**src/rtl/jtkicker_sdram_arb_pkg.sv**
```systemverilog
// Shared definitions for the jtkicker SDRAM read arbiter.
// Holds the slot numbering, the request FSM state type and the
// arbitration helpers used by the top level.
package jtkicker_sdram_arb_pkg;

  localparam int NSLOT     = 4;
  localparam int SLOT_MAIN = 0;
  localparam int SLOT_SCR  = 1;
  localparam int SLOT_OBJ  = 2;
  localparam int SLOT_PCM  = 3;

  typedef enum logic [1:0] {
    IDLE = 2'd0,
    REQ  = 2'd1,
    WAIT = 2'd2
  } state_t;

  // Winner among missing slots: main always first, then slots 1..3
  // in circular order beginning at the round-robin pointer.
  function automatic logic [1:0] arb_pick(input logic [3:0] miss, input logic [1:0] ptr);
    logic [1:0] c0;
    logic [1:0] c1;
    logic [1:0] c2;
    logic [1:0] pick;
    case (ptr)
      2'd2: begin
        c0 = 2'(SLOT_OBJ); c1 = 2'(SLOT_PCM); c2 = 2'(SLOT_SCR);
      end
      2'd3: begin
        c0 = 2'(SLOT_PCM); c1 = 2'(SLOT_SCR); c2 = 2'(SLOT_OBJ);
      end
      default: begin
        c0 = 2'(SLOT_SCR); c1 = 2'(SLOT_OBJ); c2 = 2'(SLOT_PCM);
      end
    endcase
    if (miss[SLOT_MAIN]) begin
      pick = 2'(SLOT_MAIN);
    end else if (miss[c0]) begin
      pick = c0;
    end else if (miss[c1]) begin
      pick = c1;
    end else begin
      pick = c2;
    end
    return pick;
  endfunction

  // Pointer value after granting one of slots 1..3: the slot just past it.
  function automatic logic [1:0] rr_next(input logic [1:0] slot);
    logic [1:0] nxt;
    if (slot == 2'(SLOT_PCM)) begin
      nxt = 2'(SLOT_SCR);
    end else begin
      nxt = slot + 2'd1;
    end
    return nxt;
  endfunction

endpackage

```
**src/rtl/jtkicker_sdram_arb_if.sv**
```systemverilog
// Bus bundle between the ROM consumers / SDRAM controller and the arbiter.
//   slave  : arbiter side (consumes slot requests and SDRAM responses)
//   master : environment side (game ROM users plus SDRAM controller)
// Signals: downloading, slot_cs[4], slot_addr[4*AW], slot_ok[4],
//          slot_dout[64], sdram_req, sdram_addr[AW], sdram_ack,
//          data_rdy, data_read[16], gnt[2] (debug).
interface jtkicker_sdram_arb_if #(
  parameter int AW = 22
);
  logic              downloading;
  logic [3:0]        slot_cs;
  logic [4*AW-1:0]   slot_addr;
  logic [3:0]        slot_ok;
  logic [63:0]       slot_dout;
  logic              sdram_req;
  logic [AW-1:0]     sdram_addr;
  logic              sdram_ack;
  logic              data_rdy;
  logic [15:0]       data_read;
  logic [1:0]        gnt;

  modport slave (
    input  downloading, slot_cs, slot_addr, sdram_ack, data_rdy, data_read,
    output slot_ok, slot_dout, sdram_req, sdram_addr, gnt
  );

  modport master (
    output downloading, slot_cs, slot_addr, sdram_ack, data_rdy, data_read,
    input  slot_ok, slot_dout, sdram_req, sdram_addr, gnt
  );
endinterface

```
**src/rtl/jtkicker_sdram_arb_slot.sv**
```systemverilog
// One-word tagged cache for a single ROM requester.
// Ports:
//   clk, rst_n     clock and async active-low reset
//   i_cs, i_addr   requester strobe and word address
//   i_fill         write tag/data from the finishing SDRAM read
//   i_set_valid    the fill may mark the entry valid
//   i_inval        clear the valid bit (wins over a fill)
//   i_fill_tag/_data  latched request address and returned word
//   o_ok, o_miss   hit / miss for the current address
//   o_dout         cached word
module jtkicker_sdram_arb_slot #(
  parameter int AW = 22
) (
  input  logic          clk,
  input  logic          rst_n,
  input  logic          i_cs,
  input  logic [AW-1:0] i_addr,
  input  logic          i_fill,
  input  logic          i_set_valid,
  input  logic          i_inval,
  input  logic [AW-1:0] i_fill_tag,
  input  logic [15:0]   i_fill_data,
  output logic          o_ok,
  output logic          o_miss,
  output logic [15:0]   o_dout
);

  logic [AW-1:0] r_tag;
  logic [15:0]   r_data;
  logic          r_valid;

  // Cache entry: tag/data written on every fill, valid gated separately.
  always_ff @(posedge clk or negedge rst_n) begin
    if (!rst_n) begin
      r_tag   <= '0;
      r_data  <= 16'h0000;
      r_valid <= 1'b0;
    end else begin
      if (i_fill) begin
        r_tag  <= i_fill_tag;
        r_data <= i_fill_data;
      end
      if (i_inval) begin
        r_valid <= 1'b0;
      end else if (i_fill && i_set_valid) begin
        r_valid <= 1'b1;
      end
    end
  end

  // Hit is zero-latency: combinational on the live address.
  assign o_ok   = i_cs & r_valid & (r_tag == i_addr);
  assign o_miss = i_cs & ~o_ok;
  assign o_dout = r_data;

endmodule

```
**src/rtl/jtkicker_sdram_arb.sv**
```systemverilog
// SDRAM read arbiter sharing one 16-bit read port among four ROM users
// (main, scroll, objects, PCM), each fronted by a one-word cache.
// Ports:
//   clk    system clock
//   rst_n  async active-low reset
//   bus    jtkicker_sdram_arb_if.slave: slot requests/results, SDRAM
//          request/ack/data, download flag and debug grant index
module jtkicker_sdram_arb
  import jtkicker_sdram_arb_pkg::*;
#(
  parameter int          AW      = 22,
  parameter int unsigned OFFSET0 = 0,
  parameter int unsigned OFFSET1 = 0,
  parameter int unsigned OFFSET2 = 0,
  parameter int unsigned OFFSET3 = 0
) (
  input  logic                clk,
  input  logic                rst_n,
  jtkicker_sdram_arb_if.slave bus
);

  logic [AW-1:0]    w_addr [NSLOT];
  logic [AW-1:0]    w_off  [NSLOT];
  logic [15:0]      w_dout [NSLOT];
  logic [NSLOT-1:0] w_ok;
  logic [NSLOT-1:0] w_miss;
  logic [NSLOT-1:0] w_fill;
  logic [1:0]       w_win;
  logic             w_any_miss;
  logic             w_fill_done;
  logic             w_set_valid;

  state_t           r_state;
  logic [1:0]       r_gnt;
  logic [1:0]       r_rr;
  logic [AW-1:0]    r_req_tag;
  logic [AW-1:0]    r_sdram_addr;
  logic             r_req;
  logic             r_dl_seen;

  assign w_off[0] = AW'(OFFSET0);
  assign w_off[1] = AW'(OFFSET1);
  assign w_off[2] = AW'(OFFSET2);
  assign w_off[3] = AW'(OFFSET3);

  assign w_any_miss  = |w_miss;
  assign w_win       = arb_pick(w_miss, r_rr);
  assign w_fill_done = (r_state == WAIT) && bus.data_rdy;
  // A read that overlapped a download may carry stale ROM data, so it
  // never becomes valid even if the download ended before the data came.
  assign w_set_valid = !bus.downloading && !r_dl_seen;

  for (genvar n = 0; n < NSLOT; n++) begin : g_slot
    assign w_addr[n] = bus.slot_addr[n*AW +: AW];
    assign w_fill[n] = w_fill_done && (r_gnt == 2'(n));

    jtkicker_sdram_arb_slot #(
      .AW (AW)
    ) u_slot (
      .clk         (clk),
      .rst_n       (rst_n),
      .i_cs        (bus.slot_cs[n]),
      .i_addr      (w_addr[n]),
      .i_fill      (w_fill[n]),
      .i_set_valid (w_set_valid),
      .i_inval     (bus.downloading),
      .i_fill_tag  (r_req_tag),
      .i_fill_data (bus.data_read),
      .o_ok        (w_ok[n]),
      .o_miss      (w_miss[n]),
      .o_dout      (w_dout[n])
    );
  end

  // Request FSM: arbitration, SDRAM handshake and round-robin pointer.
  always_ff @(posedge clk or negedge rst_n) begin
    if (!rst_n) begin
      r_state      <= IDLE;
      r_gnt        <= 2'd0;
      r_rr         <= 2'(SLOT_SCR);
      r_req_tag    <= '0;
      r_sdram_addr <= '0;
      r_req        <= 1'b0;
      r_dl_seen    <= 1'b0;
    end else begin
      case (r_state)
        IDLE: begin
          if (!bus.downloading && w_any_miss) begin
            r_gnt        <= w_win;
            r_req_tag    <= w_addr[w_win];
            r_sdram_addr <= w_addr[w_win] + w_off[w_win];
            r_req        <= 1'b1;
            r_dl_seen    <= 1'b0;
            r_state      <= REQ;
            // Main bypasses the rotation and leaves the pointer alone.
            if (w_win != 2'(SLOT_MAIN)) begin
              r_rr <= rr_next(w_win);
            end
          end
        end
        REQ: begin
          if (bus.downloading) begin
            r_dl_seen <= 1'b1;
          end
          if (bus.sdram_ack) begin
            r_req   <= 1'b0;
            r_state <= WAIT;
          end
        end
        WAIT: begin
          if (bus.downloading) begin
            r_dl_seen <= 1'b1;
          end
          if (bus.data_rdy) begin
            r_state <= IDLE;
          end
        end
        default: begin
          r_req   <= 1'b0;
          r_state <= IDLE;
        end
      endcase
    end
  end

  assign bus.slot_ok    = w_ok;
  assign bus.slot_dout  = {w_dout[3], w_dout[2], w_dout[1], w_dout[0]};
  assign bus.sdram_req  = r_req;
  assign bus.sdram_addr = r_sdram_addr;
  assign bus.gnt        = r_gnt;

endmodule

```
**src/flat_wrapper.sv**
```systemverilog
// flat-port wrapper written by rule: the top's interface ports become plain ports
module jtkicker_sdram_arb_flat import jtkicker_sdram_arb_pkg::*;
#(
  parameter int          AW      = 22,
  parameter int unsigned OFFSET0 = 0,
  parameter int unsigned OFFSET1 = 0,
  parameter int unsigned OFFSET2 = 0,
  parameter int unsigned OFFSET3 = 0
)
  (clk, rst_n, bus_downloading, bus_slot_cs, bus_slot_addr, bus_sdram_ack, bus_data_rdy, bus_data_read, bus_slot_ok, bus_slot_dout, bus_sdram_req, bus_sdram_addr, bus_gnt);
  jtkicker_sdram_arb_if #(.AW(AW)) bus_i ();
  input  logic clk;
  input  logic rst_n;
  input wire logic [$bits(bus_i.downloading)-1:0] bus_downloading;
  input wire logic [$bits(bus_i.slot_cs)-1:0] bus_slot_cs;
  input wire logic [$bits(bus_i.slot_addr)-1:0] bus_slot_addr;
  input wire logic [$bits(bus_i.sdram_ack)-1:0] bus_sdram_ack;
  input wire logic [$bits(bus_i.data_rdy)-1:0] bus_data_rdy;
  input wire logic [$bits(bus_i.data_read)-1:0] bus_data_read;
  output wire logic [$bits(bus_i.slot_ok)-1:0] bus_slot_ok;
  output wire logic [$bits(bus_i.slot_dout)-1:0] bus_slot_dout;
  output wire logic [$bits(bus_i.sdram_req)-1:0] bus_sdram_req;
  output wire logic [$bits(bus_i.sdram_addr)-1:0] bus_sdram_addr;
  output wire logic [$bits(bus_i.gnt)-1:0] bus_gnt;
  assign bus_i.downloading = bus_downloading;
  assign bus_i.slot_cs = bus_slot_cs;
  assign bus_i.slot_addr = bus_slot_addr;
  assign bus_i.sdram_ack = bus_sdram_ack;
  assign bus_i.data_rdy = bus_data_rdy;
  assign bus_i.data_read = bus_data_read;
  assign bus_slot_ok = bus_i.slot_ok;
  assign bus_slot_dout = bus_i.slot_dout;
  assign bus_sdram_req = bus_i.sdram_req;
  assign bus_sdram_addr = bus_i.sdram_addr;
  assign bus_gnt = bus_i.gnt;
  jtkicker_sdram_arb #(.AW(AW), .OFFSET0(OFFSET0), .OFFSET1(OFFSET1), .OFFSET2(OFFSET2), .OFFSET3(OFFSET3)) u_core (.clk(clk), .rst_n(rst_n), .bus(bus_i));
endmodule
```
**config.mk**
```make
export PLATFORM = sky130hd
export DESIGN_NAME = jtkicker_sdram_arb_flat
export DESIGN_NICKNAME = d
export VERILOG_FILES = /design/src/rtl/jtkicker_sdram_arb_pkg.sv /design/src/rtl/jtkicker_sdram_arb_if.sv /design/src/rtl/jtkicker_sdram_arb_slot.sv /design/src/rtl/jtkicker_sdram_arb.sv /design/src/flat_wrapper.sv
export SDC_FILE = /design/constraint.sdc
export NUM_CORES = 1
export LEC_CHECK = 0
export BUFFER_PORTS_ARGS = -buffer_cell sky130_fd_sc_hd__buf_2
export CORE_UTILIZATION = 40
export DETAILED_ROUTE_END_ITERATION = 8
export GPL_ROUTABILITY_DRIVEN = 0
export SLEW_MARGIN = 25
export SYNTH_ARGS = -nofsm -noshare
export SYNTH_HDL_FRONTEND = slang
export SYNTH_SLANG_ARGS = --single-unit
```
**constraint.sdc**
```tcl
create_clock -name clk -period 7.7 [get_ports clk]
set_input_delay 0.385 -clock clk [delete_from_list [all_inputs] [get_ports clk]]
set_output_delay 0.385 -clock clk [all_outputs]
set_load 0.01 [all_outputs]
```
==> impl_metrics.py <==
metrics = {
    "placed_design": {
        "place_inst": 1117,
        "portBuffers": 205,
        "place_area_mm2": 0.0100,
        "dp.final_hpwl_um": 17500,
    },
    "routing": {
        "routed_wl_um": 24100,
        "drt_iter0_drc": 311,
        "ant_nets": 0,
        "wl_per_cell_um": 20.9,
        "drcViolationCount": 0,
        "route.vias.total": 6007,
        "firstDrtPassIters": 5,
        "vias_per_cell": 5.22,
    },
    "yosys": {
        "syn_nets": 781,
        "synthTopCellsByCount": "185 x dfrtp_1, 153 x mux2_2, 49 x xor2_1",
        "yosys_warnings": 0,
        "seq_area_frac_synth": 0.531,
        "ys_top_cells_by_area": "dfrtp_1 53%, mux2_2 20%, mux2i_1 5.0%",
        "synth_cell_types": 43,
        "synth-main-ff-cell": "dfrtp_1",
        "synth_top_area_frac": 0.528,
        "synthArstFlopShare": 1.00,
        "syn_inst": 661,
        "yosysTopAreaCell": "dfrtp_1",
        "synth_enable_flop_cells": 0,
        "postSynthAreaPerCell_um2": 13.3,
        "synth_area_mm2": 0.00876,
        "synth-seq-cells": 186,
        "synth.most_common_cell": "dfrtp_1",
    },
    "setup_path": {
        "reg2regPathDepth": 8,
        "arrival_ps": 3880,
        "cp-start-kind": "flip-flop",
        "worstSetupPathType": "flip-flop to flip-flop",
        "cp.required_ps": 7970,
        "cp_max_fo": 30,
        "end_kind": "flip-flop",
    },
    "power_and_ir_drop": {
        "max-vdd-ir-drop_v": 0.000184,
        "leakage_nw": 5.33,
        "powerDensity_mw_per_mm2": 359,
    },
    "clock_network": {
        "ctsHoldBuffers": 0,
        "clk_pin_slew_ps": 70,
        "cts_tree": "yes",
        "clock_path_buffers": 2,
        "htreeDepth": 4,
        "clock_latency_ps": 420,
        "cts_setup_buffers": 0,
        "cts_resized": 0,
        "cts_buffers": 17,
        "cts.sinks": 186,
        "cts_root_buf": "clkbuf_16",
    },
    "final_layout": {
        "stdcell_count": 1151,
        "postLayoutCellArea_mm2": 0.0107,
        "drive_gt1_frac": 0.468,
        "fin_nets": 981,
        "syn_to_final_growth_pct": 21.7,
        "register_area_mm2": 0.00466,
        "fillers": 1916,
        "multi_input_area_mm2": 0.00391,
    },
    "global_routing": {
        "antenna_found_initial": 3,
        "grt_start_max_net_pins": 109,
        "grt_pass1_wl_um": 36500,
        "grt-ovfl-total": 0,
        "grtUsageTotal": 0.224,
        "grt_pass1_vias": 6031,
    },
    "timing": {
        "relSlewSlack": 0.383,
        "max_freq_mhz": 277,
        "fin_skew_ps": 10.1,
        "setup_viol": 0,
        "tightestPinTransition_ps": 920,
        "final_hold_viol_count": 0,
        "rsz0062_at_grt": "no",
        "tns_ps": 0,
        "drv_slew": 0,
        "fin_crit_sh": 0.468,
        "fin_crit_ps": 3600,
        "fin_hold_ws_ps": 63.0,
    },
    "floorplan": {
        "core_area_mm2": 0.0212,
        "rows": 53,
        "die_h_um": 150,
        "io_pins": 206,
        "initial_utilization": 0.413,
        "fp.dieW_um": 150,
        "die_area_mm2": 0.0225,
    },
    "run_status": {
        "status": "finished, final reports clean",
    },
    "worst_hold_path": {
        "min_path_type": "primary input to asynchronous set/reset pin",
    },
    "run": {
        "cap_violations": 0,
    },
}
## layer usage
metal / track usage / wire [um] / up-vias
li1: - / - / 2780
met2: 0.341 / 11000 / 214
met5: 0 / 8 / -
met1: 0.309 / 10900 / 2991
met4: 0.0646 / 374 / 2
met3: 0.0616 / 1820 / 20
## report_power, final
part	total (mW)	leakage (nW)	internal (mW)	switching, mW
logic	1.28	2.62	0.627	0.652
registers	1.63	2.41	1.35	0.278
clock network	0.920	0.299	0.534	0.386
## sequential cells by signal (all words and copies together) (netlist names)
| register | count |
|---|---|
| u_core.g_slot.u_slot.r_tag | 88 |
| u_core.r_dl_seen | 1 |
| u_core.g_slot.u_slot.o_dout | 64 |
| u_core.r_req_tag | 22 |
| u_core.bus.sdram_req | 1 |
| u_core.g_slot.u_slot.r_valid | 4 |
| u_core.r_state | 2 |
| u_core.bus.gnt | 2 |
| u_core.r_rr | 2 |
## path summary, 6_finish.rpt
check / from / end / slack (ps)
setup / recovery: u_core.g_slot[1].u_slot.r_tag[20] / u_core.r_req_tag[8] / 4100
hold / removal: rst_n / u_core.g_slot[3].u_slot.r_tag[19] / 60
setup reg to reg: u_core.g_slot[1].u_slot.r_tag[20] / u_core.r_req_tag[8] / 4100
hold reg to reg: u_core.g_slot[3].u_slot.o_dout[14] / u_core.g_slot[3].u_slot.o_dout[14] / 500
max in group asynchronous: rst_n / u_core.g_slot[1].u_slot.o_dout[11] / 6400
min in group clk: bus_downloading / u_core.g_slot[1].u_slot.r_valid / 220
## metrics by stage
stage               worst slack (ps)  total power [mW]  utilization
finish                          4100              3.83        0.502
global route                    3850              4.06        0.502
CTS                             3610              3.87        0.502
detailed placement              3560              2.94        0.473
global placement                3330              2.91        0.473
floorplan                       5260              2.39            -
## cells by family (layout without fill, tap and decap cells)
kind of cell | Yosys count | count (layout) | share of synthesized area
mux | 197 | 197 | 0.247
compound gates | 44 | 44 | 0.0413
flops | 186 | 186 | 0.531
fa+ha+maj | 7 | 7 | 0.00999
xor+xnor | 88 | 88 | 0.0879
buf+inv | 40 | 253 | 0.0241
simple gates | 99 | 99 | 0.0585
other cells | 0 | 2 | 0
## critical path, cell delays in order (launching register included)
cell,delay [ps]
dfrtp_1,390
xor2_1,190
nor4_1,480
nand4_1,270
o31ai_4,310
a41oi_1,340
nand2_2,620
or2_2,620
o221ai_1,220
## cells in the final DEF (no fill, tap or decap), types with 4 or more instances in the layout
cell	n
mux2i_1	44
a21oi_1	6
o21ai_0	4
nand2_1	30
o221ai_1	23
nand4_1	13
nor4_1	13
xnor2_1	39
clkbuf_16	17
inv_1	8
buf_4	7
nor2_1	18
xor2_1	49
ha_1	7
mux2_2	153
buf_2	204
dfrtp_1	185
nor3_1	4
## area by class of cell
class | instances | area share
sequential | 186 | 0.437
clock buffer | 20 | 0.0428
antenna | 2 | 0.000469
inverter | 8 | 0.00282
clock inverter | 12 | 0.0151
timing repair buffer | 213 | 0.103
multi-input combinational | 435 | 0.367
tap | 275 | 0.0323
Note: power is estimated with default switching activity, not from simulation.
